**src/rtl/kernel_rst_seq_pkg.sv**
```systemverilog
// Shared types and helpers for the Nios kernel reset sequencer.
package kernel_rst_pkg;

  typedef enum logic [1:0] {
    ST_RESET = 2'd0,
    ST_WAIT  = 2'd1,
    ST_HOLD  = 2'd2,
    ST_RUN   = 2'd3
  } state_e;

  localparam logic [1:0] CAUSE_NONE = 2'b00;
  localparam logic [1:0] CAUSE_BTN  = 2'b01;
  localparam logic [1:0] CAUSE_LOCK = 2'b10;
  localparam logic [1:0] CAUSE_BOTH = 2'b11;

  function automatic logic [1:0] exit_cause(input logic lock_level, input logic btn_level);
    return {~lock_level, ~btn_level};
  endfunction

  function automatic logic [7:0] sat_inc8(input logic [7:0] value);
    return (value == 8'hFF) ? value : value + 8'd1;
  endfunction

endpackage

```
**src/rtl/kernel_rst_seq_if.sv**
```systemverilog
// Board-side inputs and status outputs of the kernel reset sequencer.
interface kernel_rst_seq_if;
  logic       btn_rst_n;
  logic       pll_locked;
  logic       kernel_rst_n;
  logic [1:0] rst_cause;
  logic [7:0] rst_count;

  modport master (
    output btn_rst_n, pll_locked,
    input  kernel_rst_n, rst_cause, rst_count
  );

  modport slave (
    input  btn_rst_n, pll_locked,
    output kernel_rst_n, rst_cause, rst_count
  );
endinterface

```
**src/rtl/kernel_rst_seq_sync_filter.sv**
```systemverilog
// Two-flop synchronizer followed by a stable-count filter; with FILTER_FALL=0
// only rising edges are filtered and a low input drops the output at once.
module sync_filter #(
  parameter int unsigned CYCLES      = 1,
  parameter bit          FILTER_FALL = 1'b1
) (
  input  logic clk,
  input  logic rst,
  input  logic async_i,
  output logic filt_o,
  output logic live_o
);

  localparam int unsigned     CW   = $clog2(CYCLES + 1);
  localparam logic [CW-1:0]   LAST = CW'(CYCLES - 1);

  logic          meta_q;
  logic          sync_q;
  logic          filt_q;
  logic          filt_d;
  logic [CW-1:0] cnt_q;
  logic [CW-1:0] cnt_d;

  always_ff @(posedge clk) begin
    if (rst) begin
      meta_q <= 1'b0;
      sync_q <= 1'b0;
      filt_q <= 1'b0;
      cnt_q  <= {CW{1'b0}};
    end else begin
      meta_q <= async_i;
      sync_q <= meta_q;
      filt_q <= filt_d;
      cnt_q  <= cnt_d;
    end
  end

  always_comb begin
    filt_d = filt_q;
    cnt_d  = {CW{1'b0}};
    if (sync_q == filt_q) begin
      cnt_d = {CW{1'b0}};
    end else if (!FILTER_FALL && !sync_q) begin
      filt_d = 1'b0;
    end else if (cnt_q == LAST) begin
      filt_d = sync_q;
    end else begin
      cnt_d = cnt_q + CW'(1);
    end
  end

  assign filt_o = filt_q;
  // The level a running kernel watches: unfiltered falls bypass the counter.
  assign live_o = FILTER_FALL ? filt_q : sync_q;

endmodule

```
**src/rtl/kernel_rst_seq.sv**
```systemverilog
// Reset sequencer feeding the Nios kernel: debounced button plus qualified PLL
// lock gate a held-off, registered active-low kernel reset with cause/count status.
module kernel_rst_seq
  import kernel_rst_pkg::*;
#(
  parameter int unsigned DEBOUNCE_CYCLES    = 50000,
  parameter int unsigned LOCK_STABLE_CYCLES = 256,
  parameter int unsigned HOLD_CYCLES        = 1024
) (
  input logic             clk,
  input logic             rst,
  kernel_rst_seq_if.slave bus
);

  localparam int unsigned   HW        = $clog2(HOLD_CYCLES + 1);
  localparam logic [HW-1:0] HOLD_LAST = HW'(HOLD_CYCLES - 1);

  logic          btn_db;
  logic          btn_live;
  logic          lock_ok;
  logic          lock_live;
  state_e        state_q;
  state_e        state_d;
  logic [HW-1:0] hold_q;
  logic [HW-1:0] hold_d;
  logic          run_exit;
  logic          krn_q;
  logic [1:0]    cause_q;
  logic [7:0]    count_q;

  sync_filter #(.CYCLES(DEBOUNCE_CYCLES), .FILTER_FALL(1'b1)) u_btn (
    .clk(clk), .rst(rst), .async_i(bus.btn_rst_n), .filt_o(btn_db), .live_o(btn_live)
  );

  sync_filter #(.CYCLES(LOCK_STABLE_CYCLES), .FILTER_FALL(1'b0)) u_lock (
    .clk(clk), .rst(rst), .async_i(bus.pll_locked), .filt_o(lock_ok), .live_o(lock_live)
  );

  always_comb begin
    state_d  = state_q;
    hold_d   = hold_q;
    run_exit = 1'b0;
    case (state_q)
      ST_RESET: state_d = ST_WAIT;
      ST_WAIT: begin
        if (lock_ok && btn_db) begin
          state_d = ST_HOLD;
          hold_d  = {HW{1'b0}};
        end else begin
          state_d = ST_WAIT;
        end
      end
      ST_HOLD: begin
        if (!lock_ok || !btn_db) begin
          state_d = ST_WAIT;
        end else if (hold_q == HOLD_LAST) begin
          state_d = ST_RUN;
        end else begin
          hold_d = hold_q + HW'(1);
        end
      end
      ST_RUN: begin
        if (!lock_live || !btn_live) begin
          state_d  = ST_WAIT;
          run_exit = 1'b1;
        end else begin
          state_d = ST_RUN;
        end
      end
      default: state_d = ST_RESET;
    endcase
  end

  // kernel_rst_n is loaded from the next state so it is high exactly while in RUN.
  always_ff @(posedge clk) begin
    if (rst) begin
      state_q <= ST_RESET;
      hold_q  <= {HW{1'b0}};
      krn_q   <= 1'b0;
      cause_q <= CAUSE_NONE;
      count_q <= 8'd0;
    end else begin
      state_q <= state_d;
      hold_q  <= hold_d;
      krn_q   <= (state_d == ST_RUN);
      if (run_exit) begin
        cause_q <= exit_cause(lock_live, btn_live);
        count_q <= sat_inc8(count_q);
      end
    end
  end

  assign bus.kernel_rst_n = krn_q;
  assign bus.rst_cause    = cause_q;
  assign bus.rst_count    = count_q;

endmodule

```
**src/flat_wrapper.sv**
```systemverilog
// flat-port wrapper written by rule: the top's interface ports become plain ports
module kernel_rst_seq_flat import kernel_rst_pkg::*;
#(
  parameter int unsigned DEBOUNCE_CYCLES    = 50000,
  parameter int unsigned LOCK_STABLE_CYCLES = 256,
  parameter int unsigned HOLD_CYCLES        = 1024
)
  (clk, rst, bus_btn_rst_n, bus_pll_locked, bus_kernel_rst_n, bus_rst_cause, bus_rst_count);
  kernel_rst_seq_if bus_i ();
  input logic clk;
  input logic rst;
  input wire logic [$bits(bus_i.btn_rst_n)-1:0] bus_btn_rst_n;
  input wire logic [$bits(bus_i.pll_locked)-1:0] bus_pll_locked;
  output wire logic [$bits(bus_i.kernel_rst_n)-1:0] bus_kernel_rst_n;
  output wire logic [$bits(bus_i.rst_cause)-1:0] bus_rst_cause;
  output wire logic [$bits(bus_i.rst_count)-1:0] bus_rst_count;
  assign bus_i.btn_rst_n = bus_btn_rst_n;
  assign bus_i.pll_locked = bus_pll_locked;
  assign bus_kernel_rst_n = bus_i.kernel_rst_n;
  assign bus_rst_cause = bus_i.rst_cause;
  assign bus_rst_count = bus_i.rst_count;
  kernel_rst_seq #(.DEBOUNCE_CYCLES(DEBOUNCE_CYCLES), .LOCK_STABLE_CYCLES(LOCK_STABLE_CYCLES), .HOLD_CYCLES(HOLD_CYCLES)) u_core (.clk(clk), .rst(rst), .bus(bus_i));
endmodule
```
**config.mk**
```make
export PLATFORM = sky130hd
export DESIGN_NAME = kernel_rst_seq_flat
export DESIGN_NICKNAME = d
export VERILOG_FILES = /design/src/rtl/kernel_rst_seq_pkg.sv /design/src/rtl/kernel_rst_seq_if.sv /design/src/rtl/kernel_rst_seq_sync_filter.sv /design/src/rtl/kernel_rst_seq.sv /design/src/flat_wrapper.sv
export SDC_FILE = /design/constraint.sdc
export NUM_CORES = 1
export LEC_CHECK = 0
export BUFFER_PORTS_ARGS = -buffer_cell sky130_fd_sc_hd__buf_2
export CAP_MARGIN = 30
export CORE_ASPECT_RATIO = 0.8
export CORE_UTILIZATION = 33
export CTS_BUF_LIST = sky130_fd_sc_hd__clkbuf_16
export DETAILED_ROUTE_END_ITERATION = 6
export GPL_ROUTABILITY_DRIVEN = 0
export PLACE_DENSITY_LB_ADDON = 0.12
export SETUP_SLACK_MARGIN = 0.02
export SKIP_LAST_GASP = 1
export SYNTH_ARGS = -nofsm -noshare
export SYNTH_HDL_FRONTEND = slang
export SYNTH_SLANG_ARGS = --single-unit
```
**constraint.sdc**
```tcl
create_clock -name clk -period 4.43 [get_ports clk]
set_input_delay 0.443 -clock clk [delete_from_list [all_inputs] [get_ports clk]]
set_output_delay 0.443 -clock clk [all_outputs]
set_load 0.01 [all_outputs]
```
# Yosys cells after proc, flatten, opt, wreduce, memory -nomap -nowiden
# Index checks and enable logic that the tools add are counted.
# word_totals
ff_bits,55
in_bits,4
word_cells,63
# classes
n_addsub,4
n_eq_ne,14
mux,13
bitwise_logic,5
reduce_logical,14
# ops
cell,n
$mux 11,3
$pmux 11 s2,1
$add 16x1->16 const B,1
$eq 16x16->1 const B,1
$add 11x1->11 const B,1
$eq 11x10->1 const B,1
$add 9x1->9 const B,1
$eq 9x8->1 const B,1
$add 8x1->8 const B,1
$eq 8x8->1 const B,1
$mux 2,4
$pmux 2 s4,1
$eq 2x2->1 const B,3
$reduce_and 2->1,3
$not 1->1,5
$mux 1,4
$ne 2x1->1 const B,2
$ne 2x2->1 const B,2
$reduce_and 4->1,1
$reduce_or 4->1,1
$logic_not 1->1,3
$reduce_or 3->1,1
$eq 1x1->1,2
$eq 2x1->1 const B,1
other kinds (4),5

# Depth between registers and ports, before layout
# depth
word_depth,5
mapped_depth,7

# Modules after synthesis
# From an unflattened synthesis, not the netlist that was laid out.
# unflattened
cells_unflattened,279
hier_area_um2,2529.9
# by_module_without_submodules
module,instances,cells_each,area_each_um2,seq_area_each_um2
kernel_rst_seq,1,144,1223.7,480.5
sync_filter at u_core.u_btn,1,88,854.6,380.4
sync_filter at u_core.u_lock,1,47,451.7,240.2

# Worst setup path after synthesis
# Ideal clock, no wire load.
# synth_path
path_kind,register to register
from,register u_core.u_btn.cnt_q[0]
to,register u_core.u_btn.cnt_q[10]
setup_ns,0.115
arrival_time_ns,1.757
t_required_ns,4.315
path_slack_ns,2.558
path_stages_with_launch,7
path_buffers,1
period_less_slack_ns,1.872
cell_sequence,dfxtp_1 ha_1 nand3_1 or4_1 o211ai_4 buf_4 nor2_1
# synth_via
elab_chain_cells,2
word_cells_on_any_way,3
cone_classes,add/sub (1); eq/ne (1); reduce/logical (1)
# synth_rtl
item,line,source
"start, declared",kernel_rst_seq_sync_filter.sv:21,logic [CW-1:0] cnt_q;
"start signal, assigned",kernel_rst_seq_sync_filter.sv:29,cnt_q <= {CW{1'b0}};
"start signal, assigned",kernel_rst_seq_sync_filter.sv:34,cnt_q <= cnt_d;
"parallel branches: the longest is 2 deep, another holds $add 16x1->16",-,
# Several ways; the timed one is not identified.
# A chain may end at the register's enable or synchronous reset.

# Worst setup path in the final report
# layout_path
from,register u_core.u_btn.cnt_q[0]
to,register u_core.u_btn.cnt_q[15]
# Same word-level chain as after synthesis.

==> flow_metrics.tcl <==
set metrics [dict create \
    setup_violations 0 \
    cts_root_buffer "clkbuf_16" \
    ctsHoldBuffers 0 \
    clk_path_buf_depth 2 \
    crit_start "u_core.u_btn.cnt_q[0]$_SDFF_PP0_" \
    fin_skew_ns 0.006915 \
    path_class "flop to flop" \
    violations "DRC" \
    synth_xor_area_share_pct 7.213 \
    fmax_ghz 0.4724 \
    grt_pass1_vias 1772 \
    end_kind "flop" \
    antenna_found_initial 0 \
    min_from "bus_btn_rst_n" \
    leakage_nw 0.9038 \
    clk_pin_slew_ns 0.07 \
    ys_warn_count 0 \
    grt_use_total_pct 13.42 \
    synthSimpleGateAreaFrac_pct 26.33 \
    critPathRequiredTime_ns 4.58 \
    placed_area_um2 2577 \
    ant_nets 0 \
    synth-compound-area-share_pct 14.58 \
    place_hpwl_um 3269 \
    cts_resized 0 \
    ir_drop_uv 173.6 \
    powerDensity_nw_per_um2 349.7 \
    synth.mux.area_fraction_pct 0.4122 \
    netlist_area_um2 2429 \
    drv_slew 0 \
    async_flop_share_pct 0 \
    postLayoutCellArea_um2 2758 \
    synth_cell_types 40 \
    outcome "complete, but fails checks" \
    vias 1934 \
    r2r_start "u_core.u_btn.cnt_q[0]$_SDFF_PP0_" \
    synth_top_area_cell "dfxtp_1" \
    holdWs_ns 0.3568 \
    cp_max_fo 16 \
    postCtsSetupBuffers 0 \
    rsz0062_at_grt "false" \
    die_w_um 97.91 \
    synth_area_leaders "dfxtp_1, xnor2_1, nor2_1" \
    dieHeight_um 78.73 \
    cts_tree "built" \
    grt_pass1_wl_um 8493 \
    overflow 0 \
    hold_path_class "input pin to flop" \
    synth_top_family_by_area "simple AND/OR/NAND/NOR gates" \
    synth_enable_flop_cells 0 \
    cts.sinks 55 \
    core_region_area_um2 6993 \
    tightest_slew_ns 0.5600 \
    layout.nets 300 \
    ys_seq_area_share_pct 45.34 \
    dieArea_um2 7708 \
    hold_viol 0 \
    arrival_ns 2.27 \
    vias_per_cell 5.103 \
    max-slew-margin-rel_pct 62.67 \
    dr.pass1.iters 6 \
    synth_fp_nets 285 \
    cts_buffers 5 \
    ys_ff_latch 55 \
    synthFlopType "dfxtp_1" \
    dr.first_iter.drc_count 46 \
    area_growth_pct 13.55 \
    drive_gt1_share_pct 9.589 \
    drc 3 \
    wl_per_cell_um 12.55 \
    cts_htree_levels 2 \
    synth_top_area_share_pct 45.34 \
    startpoint_type "flop" \
    port_buffers 14 \
    tns_ns 0 \
    avgSynthCellArea_um2 8.799 \
    drv_cap 0 \
    worstSkewPairLatency_ns 0.29 \
    pin_count 15 \
    netlist_instances 276 \
    rows 27 \
    grt_max_degree 31 \
    timing.final.crit_share_pct 47.78 \
    wl_um 4757 \
    start_util_pct 34.73 \
    fin_crit_ns 2.117 \
    synth_fa_ha_area_share_pct 2.576 \
    diodes 0 \
]
[registers in the layout (all words and copies together), names as in the netlist, 2 cells and up]
| signal | cells |
|---|---|
| u_core.u_btn.cnt_q | 16 |
| u_core.hold_q | 11 |
| u_core.u_lock.cnt_q | 9 |
| u_core.bus.rst_count | 8 |
| u_core.bus.rst_cause | 2 |
| u_core.state_q | 2 |
[path summary, 6_finish.rpt]
check             depth (start not counted)                                end  slack (ns)
setup reg to reg                          5  u_core.u_btn.cnt_q[15]$_SDFF_PP0_        2.31
setup / recovery                          5  u_core.u_btn.cnt_q[15]$_SDFF_PP0_        2.31
hold / removal                            2     u_core.u_btn.meta_q$_SDFF_PP0_        0.36
hold reg to reg                           1    u_core.u_lock.live_o$_SDFF_PP0_        0.44
[stage by stage]
stage,util (%),total power [mW],instances,worst slack [ns]
after detailed placement,36.86,0.5242,370,2.284
after floorplan,-,0.5197,276,2.558
final,39.43,0.9643,379,2.313
after global routing,39.43,1.006,379,2.144
after global placement,36.86,0.5242,370,2.381
after CTS,39.33,0.9837,378,2.279
[worst max-delay path: stages, from the launching register on]
cell	delay, ns
dfxtp_1	0.39
ha_1	0.20
nand3_1	0.23
or4_1	0.61
o211ai_4	0.45
a21oi_1	0.10
[layer usage]
layer	up-vias	track usage [%]	wire length (µm)
met5	-	0	0
met4	0	3.636	42
met3	5	2.993	161
met2	27	19.72	1870
met1	873	19.58	2682
li1	1029	-	-
[synthesized netlist by cell type, drive strengths merged, types with 3 or more instances]
cell type,number
or4,6
clkbuf,5
dfxtp,55
nor3b,3
o311ai,6
and4,3
nor3,6
inv,15
nor2,34
xnor2,15
nor2b,6
ha,5
o21ai,9
and2,4
or3,9
nand4,10
nand2,15
nor4,4
xor2,5
a21oi,16
o31ai,3
nand3,15
o41ai,6
[area by class of cell]
class | instances | area [µm²]
Fill cell | 719 | 4235
Multi-Input combinational cell | 199 | 1241
Sequential cell | 55 | 1101
Clock buffer | 5 | 125.1
Tap cell | 87 | 108.9
Timing Repair Buffer | 15 | 77.57
Inverter | 15 | 56.30
Clock inverter | 3 | 47.55
[logic make-up (layout without fill, tap and decap cells)]
family	count (synthesis)	in the layout
simple gates	122	122
compound gates	51	51
buf+inv	22	38
mux	1	1
xor+xnor	20	20
flops	55	55
fa+ha+maj	5	5
[power breakdown]
| group | internal [mW] | switching [mW] |
|---|---|---|
| logic | 0.00352 | 0.00952 |
| registers | 0.497 | 0.00247 |
| clock network | 0.270 | 0.182 |
[cells in the final DEF (no fill, tap or decap), types with 2 or more instances in the layout]
master / n
or2_2: 2
and4_1: 3
a31oi_1: 2
o21a_1: 2
nor2_1: 34
o21ai_0: 9
clkbuf_16: 5
xnor2_1: 15
nand4_1: 10
xor2_1: 5
o311ai_0: 6
buf_2: 14
nor3_1: 6
nand2b_1: 2
nor2b_1: 6
or4_1: 6
a21oi_1: 16
inv_1: 15
dfxtp_1: 55
nor4_1: 4
and2_1: 4
nand2_1: 15
or3_1: 8
nor3b_1: 3
and3_1: 2
ha_1: 5
nand3_1: 15
o41ai_1: 6
o31ai_1: 3
(Power assumes the default switching activity.)
